### src/rtl/pipe_in_arbiter.sv
// pipe_in_arbiter
// ---------------
// Shares one PipeIn enqueue port among NUM_REQ indication packers. Each
// packer presents a fully packed message. The arbiter grants one requester
// per cycle in round-robin order and captures the accepted message in a
// one-entry holding register. The holding register then drives the pipe
// enqueue with ENA only while the pipe reports RDY.
//
// Handshake semantics (both sides): a transfer happens in a cycle where ENA
// and RDY are both high at the rising clock edge. RDY never depends on the
// ENA of the same port. ENA without RDY is ignored.
//
// Ports:
//   CLK            clock
//   nRST           asynchronous active-low reset
//   req_pending    [NUM_REQ]            requester i has a message ready
//   in_enq__ENA    [NUM_REQ]            requester i enqueues this cycle
//   in_enq_v       [NUM_REQ*DATA_WIDTH] payloads, slice i at i*DATA_WIDTH
//   in_enq__RDY    [NUM_REQ]            grant, one-hot or zero
//   pipe_enq__RDY  downstream pipe can accept
//   pipe_enq__ENA  enqueue to pipe (full & pipe_enq__RDY)
//   pipe_enq_v     [DATA_WIDTH]         held message
//   grant_id       [ID_WIDTH]           requester index of held message
//
// Optional feature, macro PIPE_IN_ARBITER_STATS_EN:
//   stat_grants    [NUM_REQ*16]  per-requester saturating accept counters
//   stat_stall     [16]          saturating count of full & !pipe_enq__RDY
//   stat_clear     synchronous clear of all counters, wins over increment

module pipe_in_arbiter #(
  parameter int NUM_REQ    = 4,
  parameter int DATA_WIDTH = 128,
  parameter int ID_WIDTH   = 4
) (
  input  logic                          CLK,
  input  logic                          nRST,
  input  logic [NUM_REQ-1:0]            req_pending,
  input  logic [NUM_REQ-1:0]            in_enq__ENA,
  input  logic [NUM_REQ*DATA_WIDTH-1:0] in_enq_v,
  output logic [NUM_REQ-1:0]            in_enq__RDY,
  input  logic                          pipe_enq__RDY,
  output logic                          pipe_enq__ENA,
  output logic [DATA_WIDTH-1:0]         pipe_enq_v,
  output logic [ID_WIDTH-1:0]           grant_id
`ifdef PIPE_IN_ARBITER_STATS_EN
  ,
  output logic [NUM_REQ*16-1:0]         stat_grants,
  output logic [15:0]                   stat_stall,
  input  logic                          stat_clear
`endif
);

  logic                  full;
  logic [DATA_WIDTH-1:0] hold_v;
  logic [ID_WIDTH-1:0]   hold_id;
  logic [ID_WIDTH-1:0]   last;

  logic [NUM_REQ-1:0]    upper_req;
  logic [ID_WIDTH-1:0]   sel_id;
  logic                  found;
  logic                  any_req;
  logic                  can_accept;
  logic [NUM_REQ-1:0]    acc_oh;
  logic                  accept;
  logic [DATA_WIDTH-1:0] acc_data;

  // Round-robin search starting at last+1 with wrap. Requesters above the
  // pointer are searched first. If none of them is pending, the search
  // falls back to the lowest pending index, which is the wrapped part.
  always_comb begin
    upper_req = '0;
    for (int i = 0; i < NUM_REQ; i++) begin
      upper_req[i] = req_pending[i] & (ID_WIDTH'(i) > last);
    end
    found  = 1'b0;
    sel_id = '0;
    for (int i = 0; i < NUM_REQ; i++) begin
      if (!found && upper_req[i]) begin
        found  = 1'b1;
        sel_id = ID_WIDTH'(i);
      end
    end
    for (int i = 0; i < NUM_REQ; i++) begin
      if (!found && req_pending[i]) begin
        found  = 1'b1;
        sel_id = ID_WIDTH'(i);
      end
    end
  end

  assign any_req    = |req_pending;
  // A full register can still accept when it drains in the same cycle.
  // This gives one message per cycle.
  assign can_accept = ~full | pipe_enq__RDY;

  // Grants are held off while nRST is asserted, so no requester sees RDY
  // during reset.
  always_comb begin
    in_enq__RDY = '0;
    for (int i = 0; i < NUM_REQ; i++) begin
      in_enq__RDY[i] = nRST & can_accept & any_req & (sel_id == ID_WIDTH'(i));
    end
  end

  // ENA is qualified by RDY, so an enqueue by a requester without the grant
  // has no effect.
  assign acc_oh = in_enq__ENA & in_enq__RDY;
  assign accept = |acc_oh;

  always_comb begin
    acc_data = '0;
    for (int i = 0; i < NUM_REQ; i++) begin
      if (acc_oh[i]) acc_data = in_enq_v[i*DATA_WIDTH +: DATA_WIDTH];
    end
  end

  assign pipe_enq__ENA = full & pipe_enq__RDY;
  assign pipe_enq_v    = hold_v;
  assign grant_id      = hold_id;

  always_ff @(posedge CLK or negedge nRST) begin
    if (!nRST) begin
      full    <= 1'b0;
      hold_v  <= '0;
      hold_id <= '0;
      last    <= ID_WIDTH'(NUM_REQ - 1);
    end else begin
      if (accept) begin
        hold_v  <= acc_data;
        hold_id <= sel_id;
        full    <= 1'b1;
        last    <= sel_id;
      end else if (pipe_enq__ENA) begin
        // After a drain hold_v is stale and is not used again.
        full <= 1'b0;
      end
    end
  end

`ifdef PIPE_IN_ARBITER_STATS_EN
  logic [15:0] grant_cnt [NUM_REQ];
  logic [15:0] stall_cnt;

  always_ff @(posedge CLK or negedge nRST) begin
    if (!nRST) begin
      for (int i = 0; i < NUM_REQ; i++) grant_cnt[i] <= '0;
      stall_cnt <= '0;
    end else if (stat_clear) begin
      for (int i = 0; i < NUM_REQ; i++) grant_cnt[i] <= '0;
      stall_cnt <= '0;
    end else begin
      for (int i = 0; i < NUM_REQ; i++) begin
        if (acc_oh[i] && grant_cnt[i] != 16'hFFFF) grant_cnt[i] <= grant_cnt[i] + 16'd1;
      end
      if (full && !pipe_enq__RDY && stall_cnt != 16'hFFFF) stall_cnt <= stall_cnt + 16'd1;
    end
  end

  for (genvar g = 0; g < NUM_REQ; g++) begin : g_stat
    assign stat_grants[g*16 +: 16] = grant_cnt[g];
  end
  assign stat_stall = stall_cnt;
`endif

endmodule

### config.mk
export PLATFORM = sky130hd
export DESIGN_NAME = pipe_in_arbiter
export DESIGN_NICKNAME = d
export VERILOG_FILES = /design/src/rtl/pipe_in_arbiter.sv
export SDC_FILE = /design/constraint.sdc
export NUM_CORES = 1
export LEC_CHECK = 0
export CORE_AREA = 2 2 255 257
export DETAILED_ROUTE_END_ITERATION = 16
export DIE_AREA = 0 0 257 259
export PLACE_DENSITY = 0.47
export SYNTH_ARGS = -nofsm -noshare
export SYNTH_HDL_FRONTEND = slang
export SYNTH_SLANG_ARGS = --single-unit
export TNS_END_PERCENT = 100
### constraint.sdc
create_clock -name CLK -period 4.35 [get_ports CLK]
set_input_delay 0.435 -clock CLK [delete_from_list [all_inputs] [get_ports CLK]]
set_output_delay 0.435 -clock CLK [all_outputs]
set_load 0.01 [all_outputs]
Yosys cells after proc, flatten, opt, wreduce, memory -nomap -nowiden. Cells that the tools add are included.

Register bits after elaboration: 137. Input port bits: 523. Output and inout port bits: 137. Word-level logic and storage cells: 63.

Order comparisons: 4. Eq/ne operators: 3. Muxes and demuxes: 20. Bitwise logic cells: 14. Reductions and logical operators: 18.

Operators with widths (number): 128-bit 2-to-1 mux (4); 4-bit 2-to-1 mux (5); 1-bit bitwise AND (11); 1-bit 2-to-1 mux (10); 4-bit by 2-bit equality test with 1-bit output, second input constant (2); 1-bit by 4-bit > comparator with 1-bit output, first input constant (2); 2-bit by 4-bit > comparator with 1-bit output, first input constant (2); 4-bit OR reduction (2); 1-bit logical AND (7); 1-bit logical NOT (7); 4-bit bitwise AND (1); 4-bit by 1-bit equality test with 1-bit output, second input constant (1); 4-bit logical NOT (1); 2-bit 2-to-1 mux (1); 2-bit nonzero test (1); 1-bit NOT (1); 1-bit OR (1).

Longest topological paths before layout. Gate-level depths: netlist of the first run.

Word-level depth: 31. Gate-level depth with buffers: 11. Depth with buffers taken out: 6.

Worst setup path before layout of the first run. No wires, ideal clock.

Kind: register -> register. Start: register last[1]. End: register hold_v[0], in the netlist pipe_enq_v[0]. Library setup time: 0.078 ns. Arrival: 2.383 ns. Data required time: 4.272 ns. Setup slack: 1.889 ns. Cell stages (with the launch flop): 12. Buffers on the path: 5. Period minus slack after synthesis: 2.461 ns. Cell sequence: dfstp_2 > clkbuf_2 > mux2i_1 > o22ai_1 > or2_2 > clkbuf_1 > and4_4 > buf_2 > a211oi_4 > buf_4 > buf_4 > o2bb2ai_1.

Cells in the longest elaborated chain, start to end: 31. Elaborated cells between the ends (all ways): 50. Those cells by class: 4 x order compare; 3 x eq/ne; 18 x mux; 9 x bitwise; 16 x reduce/logical.

Ends and longest elaborated chain: start, declared (line 56) `logic [ID_WIDTH-1:0] last;`; start signal, assigned (line 126) `last <= ID_WIDTH'(NUM_REQ - 1);`; start signal, assigned (line 132) `last <= sel_id;`; 1-bit by 4-bit > comparator with 1-bit output (line 73) `upper_req[i] = req_pending[i] & (ID_WIDTH'(i) > last);`; 1-bit bitwise AND (line 73); 1-bit 2-to-1 mux (line 78) `if (!found && upper_req[i]) begin`; 1-bit logical NOT (line 78); 1-bit logical AND (line 78); 1-bit 2-to-1 mux (line 78); 1-bit logical NOT (line 78); 1-bit logical AND (line 78); (+12 left out); 1-bit 2-to-1 mux (line 84) `if (!found && req_pending[i]) begin`; 1-bit logical NOT (line 84); 1-bit logical AND (line 84); 4-bit 2-to-1 mux * (line 84); 4-bit logical NOT (line 101) `in_enq__RDY[i] = nRST & can_accept & any_req & (sel_id == ID_WIDTH'(i));`; 1-bit bitwise AND (line 101); 4-bit bitwise AND * (line 107) `assign acc_oh = in_enq__ENA & in_enq__RDY;`; 128-bit 2-to-1 mux (4 in a row) (line 113) `if (acc_oh[i]) acc_data = in_enq_v[i*DATA_WIDTH +: DATA_WIDTH];`; end signal, assigned (line 129) `hold_v <= acc_data;`; end, declared (line 54) `logic [DATA_WIDTH-1:0] hold_v;`.

Every way passes the cells marked *; elsewhere a longest branch is shown, timed or not. A chain may end at the register's enable or synchronous reset.

Final worst setup path of the first run.
Start: input port req_pending[1]. End: register hold_v[74], in the netlist pipe_enq_v[74].

Cells in the longest elaborated chain, start to end: 28. Elaborated cells between the ends (all ways): 43. Those cells by class: 3 x eq/ne; 17 x mux; 7 x bitwise; 16 x reduce/logical.

Ends and longest elaborated chain: start, declared (line 37) `input logic [NUM_REQ-1:0] req_pending,`; 1-bit bitwise AND (line 73); 1-bit logical AND (line 78); 1-bit 2-to-1 mux (line 78); 1-bit logical NOT (line 78); 1-bit logical AND (line 78); 1-bit 2-to-1 mux (line 78); 1-bit logical NOT (line 78); 1-bit logical AND (line 78); (+9 left out); 1-bit 2-to-1 mux (line 84); 1-bit logical NOT (line 84); 1-bit logical AND (line 84); 4-bit 2-to-1 mux (line 84); 4-bit logical NOT (line 101); 1-bit bitwise AND (line 101); 4-bit bitwise AND * (line 107); 128-bit 2-to-1 mux (4 in a row) (line 113).

Marked as above.

==> results of run 1 <==
## kinds of logic after synthesis
group | after synthesis
flops | 133
compound gates | 270
buf+inv | 246
mux | 3
simple gates | 408
other cells | 1
## synthesized netlist by cell type
cell type and n:
buf_6 3, a21oi_1 4, inv_1 129, buf_4 14
o22ai_1 1, buf_2 16, or2_2 1, nor2_1 132
a2111oi_0 128, and4_4 1, nor3b_1 1, a211oi_4 1
or4_1 1, and2_1 2, a211o_1 2, nor3_1 129
nand4_1 2, conb_1 1, o21ai_0 2, o31ai_1 1
o31a_4 1, nand2b_1 5, clkbuf_2 1, and3_1 130
mux2_2 2, o2bb2ai_1 128, clkbuf_1 83, mux2i_1 1
or3b_2 1, dfrtp_1 131, o21a_1 1, nand2_1 3
dfstp_2 2, a21bo_2 1
## state kept, by name, summed over array words and instances, names as in the netlist
register / flops
full: 1
grant_id: 2
last: 2
pipe_enq_v: 128
## cell type report
class / count / share of cell area (%)
clock inverters: 12 / 1.07
inverters: 129 / 2.87
multi-input cells: 683 / 26.7
clock buffers: 19 / 2.63
repair buffers: 682 / 40.7
well taps: 855 / 6.35
flip-flops and latches: 133 / 19.8
diodes: 1 / 0.0148
## critical path, cell delays in order
cell and delay [ns]:
clkdlybuf4s50_1 0.62, nor3b_1 0.59, nor3_1 0.20, and4_4 0.41, buf_4 0.33, buf_4 0.24, a2111oi_0 0.92, o2bb2ai_1 0.17
## power by group
part | internal [W] | switching (W)
clock network | 0.000970 | 0.000647
logic | 0.00223 | 0.00201
registers | 0.00188 | 0.000398
## worst min path at each step
stage / slack (ns) / cells after the start / endpoint / from
6_report: 0.1 / 2 / grant_id[0]$_DFFE_PN0P_ / nRST
2_1_floorplan: 0.14 / 0 / full$_DFFE_PN0P_ / nRST
5_1_grt: 0.13 / 2 / grant_id[0]$_DFFE_PN0P_ / nRST
4_1_cts: 0.09 / 2 / pipe_enq_v[52]$_DFFE_PN0P_ / nRST
3_3_place_gp: 0.47 / 1 / pipe_enq_v[105]$_DFFE_PN0P_ / pipe_enq_v[105]$_DFFE_PN0P_
3_5_place_dp: 0.47 / 1 / pipe_enq_v[53]$_DFFE_PN0P_ / pipe_enq_v[53]$_DFFE_PN0P_
## per-stage QoR
stage | hold WS (ns) | total power, W | setup slack, ns
2_1_floorplan | 0.139 | 0.00402 | 1.89
3_3_place_gp | 0.471 | 0.00655 | 0.464
3_5_place_dp | 0.473 | 0.00657 | 0.358
4_1_cts | 0.0916 | 0.00825 | 0.735
5_1_grt | 0.131 | 0.00857 | 0.624
6_report | 0.0969 | 0.00813 | 0.682
## layer usage
layer / vias to the layer above / routed length (um) / share of wire (%) / GRT usage, %
li1: 5087 / - / - / -
met3: 59 / 3370 / 6.5 / 3.76
met2: 491 / 26500 / 51 / 26.9
met1: 5352 / 20700 / 40 / 17.1
met4: 0 / 1230 / 2.4 / 5.54
met5: - / 0 / 0 / 0
==> out/summary.md, run 1 <==
At the worst endpoint, the arrival time is 3.98 ns. The class of the worst hold path is input pin to asynchronous set/reset pin. The run finished with clean final reports. The reg-to-reg startpoint was last[1]$_DFFE_PN1P_.

The tree built by TritonCTS fans out to 133 sinks. The logs give 3 for the number of antenna violations at the first check in global routing and 51.8 mm for the final wirelength. The largest total area in the synthesized netlist belongs to dfrtp_1. In the routed design, unresolved DRC markers number 0. The tools report the via count of the first global-routing pass as 11,619. The routed layout has 10,989 vias. Mean instance size in the synthesized netlist: 8.30 um2. The critical path is of the input pin to flop type. For the number of detailed-route iterations in the first pass, the log shows 5. The deepest clock path buffer count came out at 2.

The detailed-route wire length per cell was 20.6 um; the share of synthesized cell area in and, or, nand and nor gates was 23.4%. The clock period minus final worst setup slack was 3.67 ns. The top cell type by area accounts for 37.2% of the synthesized area. Most common library cell in the layout ignoring fill and taps: clkdlybuf4s50_1.

In this run the clock root is driven by a clkbuf_16. After routing the design area is 16,900 um2. For the clock latency on the worst-skew pair, the log shows 0.48 ns. In this run the critical register-to-register path is captured at pipe_enq_v[74]$_DFFE_PN0P_.

During I/O placement, the number of pins put on the boundary was 660. In this run the horizontal extent of the chip is 257 um. Setup repair after global routing left no endpoint under its margin.

Tracing the worst setup path back leads to its startpoint at req_pending[1]. In this run the vertical extent of the chip is 259 um. Measured on the finished design, the core utilization comes to 26.4%. The netlist uses 34 different library cells.

The first global-routing pass estimated 75.4 mm of wire. The logs give 8810 um2 for the post-synthesis cell area and 253 uV for the largest vdd supply drop. The endpoint of the most critical setup path was pipe_enq_v[74]$_DFFE_PN0P_.

Max-slew violation count: 0. The share of the synthesized netlist area taken by xor and xnor gates was 0%; the achievable frequency was 273 MHz. The die covers 66,600 um2. For the number of H-tree branching levels, the log shows 4. The logs give 659 for the violation count after the first detailed-route iteration and 0 for the number of maximum-capacitance constraint violations. Measured against its own limit, the worst slew margin works out to 20.8%.

Once the clock tree was built, the setup fixing pass inserted 0 buffers. The adder-cell share of the synthesized area came out at 0%. The total overflow left after global routing is 0. The post-detailed-placement cell area was 16,200 um2; the cts-stage hold buffer count was 0. The cell count of the worst reg-to-reg path came out at 8. The ratio of cells with drive above 1 in the final layout came out at 4.16%. The growth of design area from synthesis to finish was 91.4%; the total of cells resized after clock tree synthesis was 0. Combinational family with the most area after synthesis: compound AO/OA/AOI/OAI gates. In this run the remaining antenna-violating nets after routing total 0. TritonCTS created 17 clock buffers. TritonCTS built the clock tree. Area of the multi-input gates: 4490 um2. After floorplanning, the core was divided into 93 placement rows.

The count of fill cells added during filler insertion was 6,849; the cell total after placement was 2,482. The final-layout setup total negative slack was 0 ns; the number of warning messages in the yosys log was 0. The synthesized design contains 133 register bits. Dividing the final minimum period by the clock period gives 84.3%. Across every metal layer, demand over resource in global routing totals 15.0%. For this run, the number of standard cells in the final layout without fillers is 2,514.

At the worst endpoint, the required time is 4.66 ns. STA classifies the critical path startpoint as an input pin. In the routed layout, each cell is associated on average with a via count of 4.37.

The slew at the pin with the worst max-slew slack is 1.16 ns. For this design the ratio of total power to cell area is 482 nW/um2. The library cells used most frequently in the layout, excluding fill and tap cells, are clkdlybuf4s50_1, nor2_1, dfrtp_1, and3_1. The final weighted congestion in routability-driven placement was 0.880; the gate count after technology mapping was 1,061. Entering global routing, the biggest net connects 129 pins. The half-perimeter wire length of the detailed placement result came out at 37.7 mm. The synthesized netlist devotes 26.8% of its cell area to compound gates. The leakage power was 7.06 nW. The final layout contains 2,169 nets.

The footprint of the flip-flops and latches was 3330 um2. In this run the register-to-register setup slack is 0.75 ns. The run gives 63,900 um2 as the area of the core. Maximum net fanout on the critical path: 47. The setup-violating endpoint count in the final report is 0, and the portion of netlist area occupied by mux cells is 0.369%. The number of buffers inserted by port buffering works out to 657.

The setup clock skew after layout is 0.00864 ns. The final count of hold timing violations came out at 0. Clock-pin slew was measured on the worst setup and hold paths at 0.06 ns. The worst setup path is captured at a flop. Sequential cells were found to cover 37.8% of the synthesized design area. Ranked by total cell area, the synthesized netlist is headed by dfrtp_1, a2111oi_0, o2bb2ai_1, and3_1, nor3_1. The initial standard-cell utilization of the core came out at 13.8%.
No activity file was read; power rests on OpenSTA's default activity.
==> run 2, diff against run 1 <==
- CORE_AREA: 2 2 255 257 -> 2 2 258 260
- DIE_AREA: 0 0 257 259 -> 0 0 260 262
- PLACE_DENSITY: 0.47 -> 0.46
- clock period: 4.35 -> 3.72 ns (I/O delays scaled with it)
==> out/summary.md, run 2 (synthesis gave the netlist of run 1 again) <==
The run finished with clean final reports. Cell count of the worst reg-to-reg path: 8 (unchanged). The startpoint identified for the worst hold timing path is pipe_enq_v[69]$_DFFE_PN0P_.

The endpoint of the most critical register-to-register path is pipe_enq_v[109]$_DFFE_PN0P_. The run gives 11,487 (-1.1%) as the via count of the first global-routing pass. The final weighted congestion in routability-driven placement is 0.825 (-6.3%), and the routed length on met3 is 3.84 mm (+14%).

The worst setup path is of the flop to primary output kind. The final-layout setup total negative slack was 0 ns (unchanged); the total power of the final layout was 0.00935 W (+15%). The number of H-tree branching levels is 4 (unchanged).

The kind of cell with the highest combined delay along the critical path is buffers and inverters. The root buffer cell chosen for the clock tree is clkbuf_16. Number of antenna violations at the first check in global routing: 4 (+1). Maximum net fanout on the critical path: 70 (+49%).

The run gives 65,300 um2 (+2.2%) as the area of the core. The max-slew headroom at the worst pin was 41.5% (+21 points); the number of buffers and inverters on the critical path was 2 (-1). The run gives 0.0160 ns (+0.00737 ns) as the setup clock skew after layout.

Number of buffers created by CTS: 17 (unchanged). The number of detailed-route iterations in the first pass was 4 (-1); the half-perimeter wire length of the detailed placement result was 36.9 mm (-2.0%). The number of clock sinks is 133 (unchanged). The run gives 0 (unchanged) as the number of remaining DRC errors. The detailed-route wire length per cell came out at 20.4 um (-1.1%). The run gives 0.561 ns (-0.121 ns) as the setup slack of the critical path after layout. The clock latency on the worst-skew pair was 0.48 ns (about the same); the first-pass GRT wire length was 73.6 mm (-2.4%).

The final critical path takes up 84.9% of the cycle. The die outline width is 260 um (+1.2%). Walking the worst path, the cells encountered are o21ai_0 -> a21oi_1 -> o31a_4 -> buf_12 -> and2_1 -> clkdlybuf4s50_1.

The delay of the slowest cell on the worst path is 0.61 ns (-0.31 ns), and the leakage power is 7.04 nW (-0.20%). Final design instance area without fill: 16,900 um2 (+0.12%). On the critical path, the stage with the largest delay is an instance of dfstp_2. The reg-to-reg setup timing slack was 0.70 ns (-0.05 ns). The startpoint identified for the worst register-to-register timing path is last[1]$_DFFE_PN1P_. The tools report the setup-violating endpoint count in the final report as 0 (unchanged). The power per unit of standard cell area was 554 nW/um2 (+15%). The tools report the die area as 68,100 um2 (+2.3%). The run gives 20.1 mm (-2.7%) as the detailed-route wire length on metal 1. The worst setup path is launched from a flop. Vertical die dimension: 262 um (+1.2%).

The number of buffers inserted by port buffering was 657 (unchanged); the growth of design area from synthesis to finish was 91.6%. The run gives 660 (unchanged) as the I/O pin total. The run gives 6,993 (+2.1%) as the count of fill cells added during filler insertion. The run gives 25.5 mm (-4.0%) as the met2 layer wire length in the routed design.

The ratio of routed vias to standard cells is 4.31 (-1.3%), and the final count of hold timing violations is 0 (unchanged). The highest metal layer used by the detailed router was met5. The total congestion overflow after global routing is 0 (unchanged).

The tools report the count of antenna-violating nets left after detailed routing as 0 (unchanged). The number of stages on the worst hold path was 1. The worst setup path is captured at a primary output. The pin count of the biggest net entering global routing was 77 (-40%); the post-detailed-placement cell area was 16,300 um2 (+0.53%). The tools report the final core area utilization as 25.9% (-0.53 points). The initial standard-cell utilization of the core is 13.5% (-0.29 points). TritonCTS built the clock tree. Flip-flop count of the largest register, all copies and words added: 128 (unchanged).

The tools report the number of maximum-capacitance constraint violations as 0 (unchanged). The slew at the pin with the worst max-slew slack was 0.856 ns (-0.303 ns); the critical path arrival was 2.79 ns (-1.19 ns). The clock slew at the register clock pins of the worst setup and hold paths works out to 0.07 ns (about the same). The data required time of the worst path was 3.35 ns (-1.31 ns); the overall track demand over capacity in global routing was 14.4% (-0.52 points). The ratio of cells with drive above 1 in the final layout is 4.04% (-0.12 points).

Based on the critical path, the design can be clocked at up to 317 MHz. The worst path needs 3.16 ns of the cycle, external delays included. For the via total after detailed routing, the log shows 10,892 (-0.88%). The number of core rows was 94 (+1.1%). Number of nets in the final layout: 2,170 (+0.046%). The footprint of the flip-flops and latches is 3330 um2 (unchanged), and the max-slew violation count is 0 (unchanged). The run gives 255 uV (+0.53%) as the largest vdd supply drop.

The path class of the tightest hold or removal check is flop to flop. The deepest clock path buffer count was 2 (unchanged); the final wirelength was 51.4 mm (-0.69%). The logs give 0 (unchanged) for the total of cells resized after clock tree synthesis and 579 (-12%) for the violation count after the first detailed-route iteration. Setup repair after global routing left no endpoint under its margin. The area of the multi-input gates was 4490 um2 (unchanged). In the layout the commonest cells are clkdlybuf4s50_1, nor2_1, dfrtp_1, and3_1. The path with the worst hold slack has its endpoint at pipe_enq_v[69]$_DFFE_PN0P_.

Worst slack after detailed placement: 0.103 ns (-0.255 ns). The most common library cell in the layout ignoring fill and taps was clkdlybuf4s50_1.
==> run 2: worst reg2reg max path: stages, from the launching register on <==
cell and delay [ns]:
dfstp_2 0.61, mux2i_1 0.20, o22ai_1 0.14, o21a_4 0.33, buf_12 0.21, and3_1 0.34
a2111oi_0 0.72, buf_4 0.27, o2bb2ai_1 0.08
==> run 2: through the flow <==
stage | instances | hold WS (ns)
after floorplan | 1062 | 0.0764
after global placement | 2491 | 0.470
after detailed placement | 2491 | 0.472
after CTS | 2523 | 0.439
after global routing | 2524 | 0.462
final | 2525 | 0.485
==> run 2: area by class of cell <==
type | instances | area share [%]
Multi-Input combinational cell | 683 | 26.6
Inverter | 129 | 2.87
Clock inverter | 9 | 0.474
Clock buffer | 22 | 2.75
Timing Repair Buffer | 683 | 41.1
Tap cell | 864 | 6.41
Sequential cell | 133 | 19.7
Antenna cell | 2 | 0.0297
==> run 2: power by group <==
group	internal, W	switching (W)	total (W)
clock	0.000943	0.000747	0.00169
combinational	0.00263	0.00238	0.00501
sequential	0.00220	0.000454	0.00266
==> run 2: what timing repair did <==
action | CTS | global route
hold endpoints to repair | 31 | 0
hold buffers | 1 | 0
setup buffers | 0 | 0
==> run 2: worst max path at each step <==
stage	from	endpoint	slack [ns]	depth (start not counted)
after detailed placement	req_pending[3]	pipe_enq_v[94]$_DFFE_PN0P_	0.10	8
after global placement	req_pending[1]	pipe_enq_v[94]$_DFFE_PN0P_	0.11	8
after global routing	last[0]$_DFFE_PN1P_	in_enq__RDY[1]	0.36	6
after CTS	last[0]$_DFFE_PN1P_	in_enq__RDY[1]	0.47	6
after floorplan	last[1]$_DFFE_PN1P_	pipe_enq_v[0]$_DFFE_PN0P_	1.26	11
final	last[0]$_DFFE_PN1P_	in_enq__RDY[1]	0.56	6
==> run 2: routing by layer <==
metal  GRT usage, %  up-vias
li1               -     5081
met1           16.4     5224
met2           24.9      500
met3           3.92       83
met4           7.20        4
met5              0        -
==> edit 1 (config.mk and constraints of run 2) <==
`NUM_REQ`: 4 -> 5.
--- a/src/rtl/pipe_in_arbiter.sv
+++ b/src/rtl/pipe_in_arbiter.sv
@@ -28,7 +28,7 @@
 //   stat_clear     synchronous clear of all counters, wins over increment
 
 module pipe_in_arbiter #(
-  parameter int NUM_REQ    = 4,
+  parameter int NUM_REQ    = 5,
   parameter int DATA_WIDTH = 128,
   parameter int ID_WIDTH   = 4
 ) (
Interface: changed (resized in_enq__ENA, in_enq__RDY, in_enq_v and req_pending); port bits go from 660 to 791. No check against the original RTL was run, so the function may have changed too.
==> edit 1 against run 2 <==
- design area grew 13%
- sequential cell count did not move
- power rose by 13%
- critical path depth rose by 3
- area after synthesis is 4.6% higher
- setup slack worse by 0.26 ns
- non-clock buffer count rose by 187
- wire length rose by 19%
- critical path type is now reg -> reg
- largest cell class unchanged
==> edit 1: results (changes against run 2) <==
INFO  metric run_status = finished clean
INFO  metric clock_cell_area_share = 2.95% (-0.28 points)
INFO  metric worst_ep_arrival_time = 3.76 ns (+0.97 ns)
INFO  metric synth_sequential_area_ratio = 36.1% (-1.7 points)
INFO  metric dr.max_layer_used = met4
INFO  metric antennaDiodeCount = 6 (+4)
INFO  metric synthDistinctLibCells = 37 (+8.8%)
INFO  metric layout.comb_gates.multi_input = 697 (+2.0%)
INFO  metric globalRouteTotalUtil = 17.1% (+2.6 points)
INFO  metric leakagePower = 6.96 nW (-1.1%)
INFO  metric number_of_filler_instances_in_the_final_layout = 6826 (-2.4%)
INFO  metric globalRouteMet1Util = 19.0% (+2.6 points)
INFO  metric drive_above_1_share = 7.02% (+3.0 points)
INFO  metric port_buffers = 789 (+20%)
INFO  metric buffers_excl_clock = 870 (+27%)
INFO  metric library_cell_contributing_the_largest_single_delay_on_the_critical_path = a221oi_1
INFO  metric leading_cell_types_by_count_after_synthesis = nor2_1, dfrtp_1, nand2b_1
INFO  metric place_area = 0.0185 mm² (+13%)
INFO  metric vdd_ir_drop_max = 188 µV (-26%)
INFO  metric post_synth_inst_count = 954 (-10%)
INFO  metric grt_first_pass_wirelength = 84700 µm (+15%)
INFO  metric syn-cell-area = 0.00921 mm² (+4.6%)
INFO  metric grt_max_degree = 69 (-10%)
INFO  metric multi_input_area_share = 27.6% (+0.94 points)
INFO  metric critical-path-top-delay-family = compound AO/OA/AOI/OAI gates
INFO  metric antenna_found_initial = 6 (+2)
INFO  metric met3_usage_in_global_routing = 5.19% (+1.3 points)
INFO  metric place_inst = 2569 (+3.1%)
INFO  metric routed_length_on_met1 = 23300 µm (+16%)
INFO  metric detailedRoute.firstPassIterationCount = 7 (+3)
INFO  metric wirelength = 61400 µm (+19%)
## edit 1: power by group
group	switching, mW	internal, mW
registers	0.502	2.22
logic	2.65	3.46
clock network	0.730	0.999
## edit 1: worst paths after layout
kind | start | slack (ns) | end
worst max-delay path | grant_id[0] | 0.30 | pipe_enq_v[126]
worst max register to register | grant_id[0] | 0.30 | pipe_enq_v[126]
max in group asynchronous | nRST | 2.24 | pipe_enq_v[69]
worst min-delay path | nRST | 0.32 | pipe_enq_v[116]
min in group CLK | pipe_enq_v[96] | 0.48 | pipe_enq_v[96]
worst min register to register | pipe_enq_v[96] | 0.48 | pipe_enq_v[96]
## edit 1: cells by family (layout without fill, tap and decap cells)
group | count (synthesis) | count (layout) | share of synthesized area [%]
buf+inv | 124 | 908 | 7.20
other cells | 1 | 7 | 0.0407
flops | 133 | 133 | 36.1
compound gates | 408 | 408 | 40.6
simple gates | 288 | 288 | 16.0
==> edit 2 (flow settings as in run 2) <==
Made on the original files. The option `PIPE_IN_ARBITER_STATS_EN` is turned on by a define.
--- a/src/rtl/pipe_in_arbiter.sv
+++ b/src/rtl/pipe_in_arbiter.sv
@@ -26,6 +26,8 @@
 //   stat_grants    [NUM_REQ*16]  per-requester saturating accept counters
 //   stat_stall     [16]          saturating count of full & !pipe_enq__RDY
 //   stat_clear     synchronous clear of all counters, wins over increment
+
+`define PIPE_IN_ARBITER_STATS_EN
 
 module pipe_in_arbiter #(
   parameter int NUM_REQ    = 4,
Ports: changed (added stat_clear, stat_grants and stat_stall); port bits go from 660 to 741. No check against the original RTL was run, so the function may have changed too.
==> edit 2 against run 2 <==
- wire length grew 69%
- area after synthesis grew 73%
- sequential cell count grew 80
- clock power grew 73%
- design area grew 46%
- setup slack lost 0.34 ns
- synthesized cell count grew 51%
- via count grew 58%
- global-route usage grew 9.6 points
- sequential share of layout area grew 2.0 points
- sequential power grew 35%
- power grew 46%
- largest cell class is now multi-input combinational cells
- largest power group unchanged
- highest routed layer unchanged
==> edit 2: results (changes against run 2) <==
INFO  metric routed_length_on_met1 = 35000 µm (+74%)
INFO  metric muxShareOfSynthArea = 9.16% (+8.8 points)
INFO  metric grt_first_pass_wirelength = 123000 µm (+67%)
INFO  metric critical-path-top-delay-family = simple AND/OR/NAND/NOR gates
INFO  metric globalRouteMet1Util = 30.2% (+14 points)
INFO  metric synth_sequential_area_ratio = 35.1% (-2.8 points)
INFO  metric synth.top_cells.by_area = dfrtp_1, mux2i_1, a32o_1
INFO  metric crit_fanout = 10 (-86%)
INFO  metric place_area = 0.0236 mm² (+44%)
INFO  metric vdd_ir_drop_max = 449 µV (+76%)
INFO  metric max_slew_margin = 33.6% (-7.9 points)
INFO  metric met3_usage_in_global_routing = 5.63% (+1.7 points)
INFO  metric run_status = finished clean
INFO  metric met3_wirelength = 6190 µm (+61%)
INFO  metric vias = 17251 (+58%)
INFO  metric pre_cts_ws = 0.241 ns (+0.138 ns)
INFO  metric finalNetCount = 2743 (+26%)
INFO  metric synth_compound_area_share = 21.3% (-5.5 points)
INFO  metric power_switching_share = 37.4% (-0.89 points)
INFO  metric groute.layer.met2.usage = 41.0% (+16 points)
INFO  metric globalplace.congestion = 0.899 (+9.0%)
INFO  metric insertion_delay_to_the_later_sink_of_the_worst_skew_pair = 0.58 ns (+0.10 ns)
INFO  metric clk-power = 2.93 mW (+73%)
INFO  metric worst_path_largest_cell_delay = 0.74 ns (+0.13 ns)
INFO  metric timing.clock.skew = 0.0116 ns (-0.00438 ns)
INFO  metric drive_above_1_share = 5.55% (+1.5 points)
edit 2: through the flow:
stage	cells	hold slack (ns)
2_1_floorplan	1606	0.0764
3_3_place_gp	3046	0.322
3_5_place_dp	3046	0.330
4_1_cts	3100	0.278
5_1_grt	3111	0.321
6_report	3114	0.305
edit 2: cell type report:
type / instances / area (µm²) / area share [%]
multi-input combinational: 1174 / 9070 / 36.9
timing repair buffer: 783 / 8040 / 32.7
sequential: 213 / 5330 / 21.7
tap: 864 / 1080 / 4.40
clock buffer: 38 / 810 / 3.29
clock inverter: 15 / 159 / 0.646
inverter: 13 / 51.3 / 0.209
antenna: 14 / 35.0 / 0.143
edit 2: worst paths after layout:
path	end	slack, ns	depth (start not counted)
hold reg to reg	pipe_enq_v[126]	0.52	2
setup / recovery	in_enq__RDY[0]	0.22	5
max in group asynchronous	pipe_enq_v[42]	2.24	3
setup reg to reg	pipe_enq_v[37]	0.99	7
hold / removal	pipe_enq_v[126]	0.31	2
min in group CLK	stat_stall[8]	0.31	2
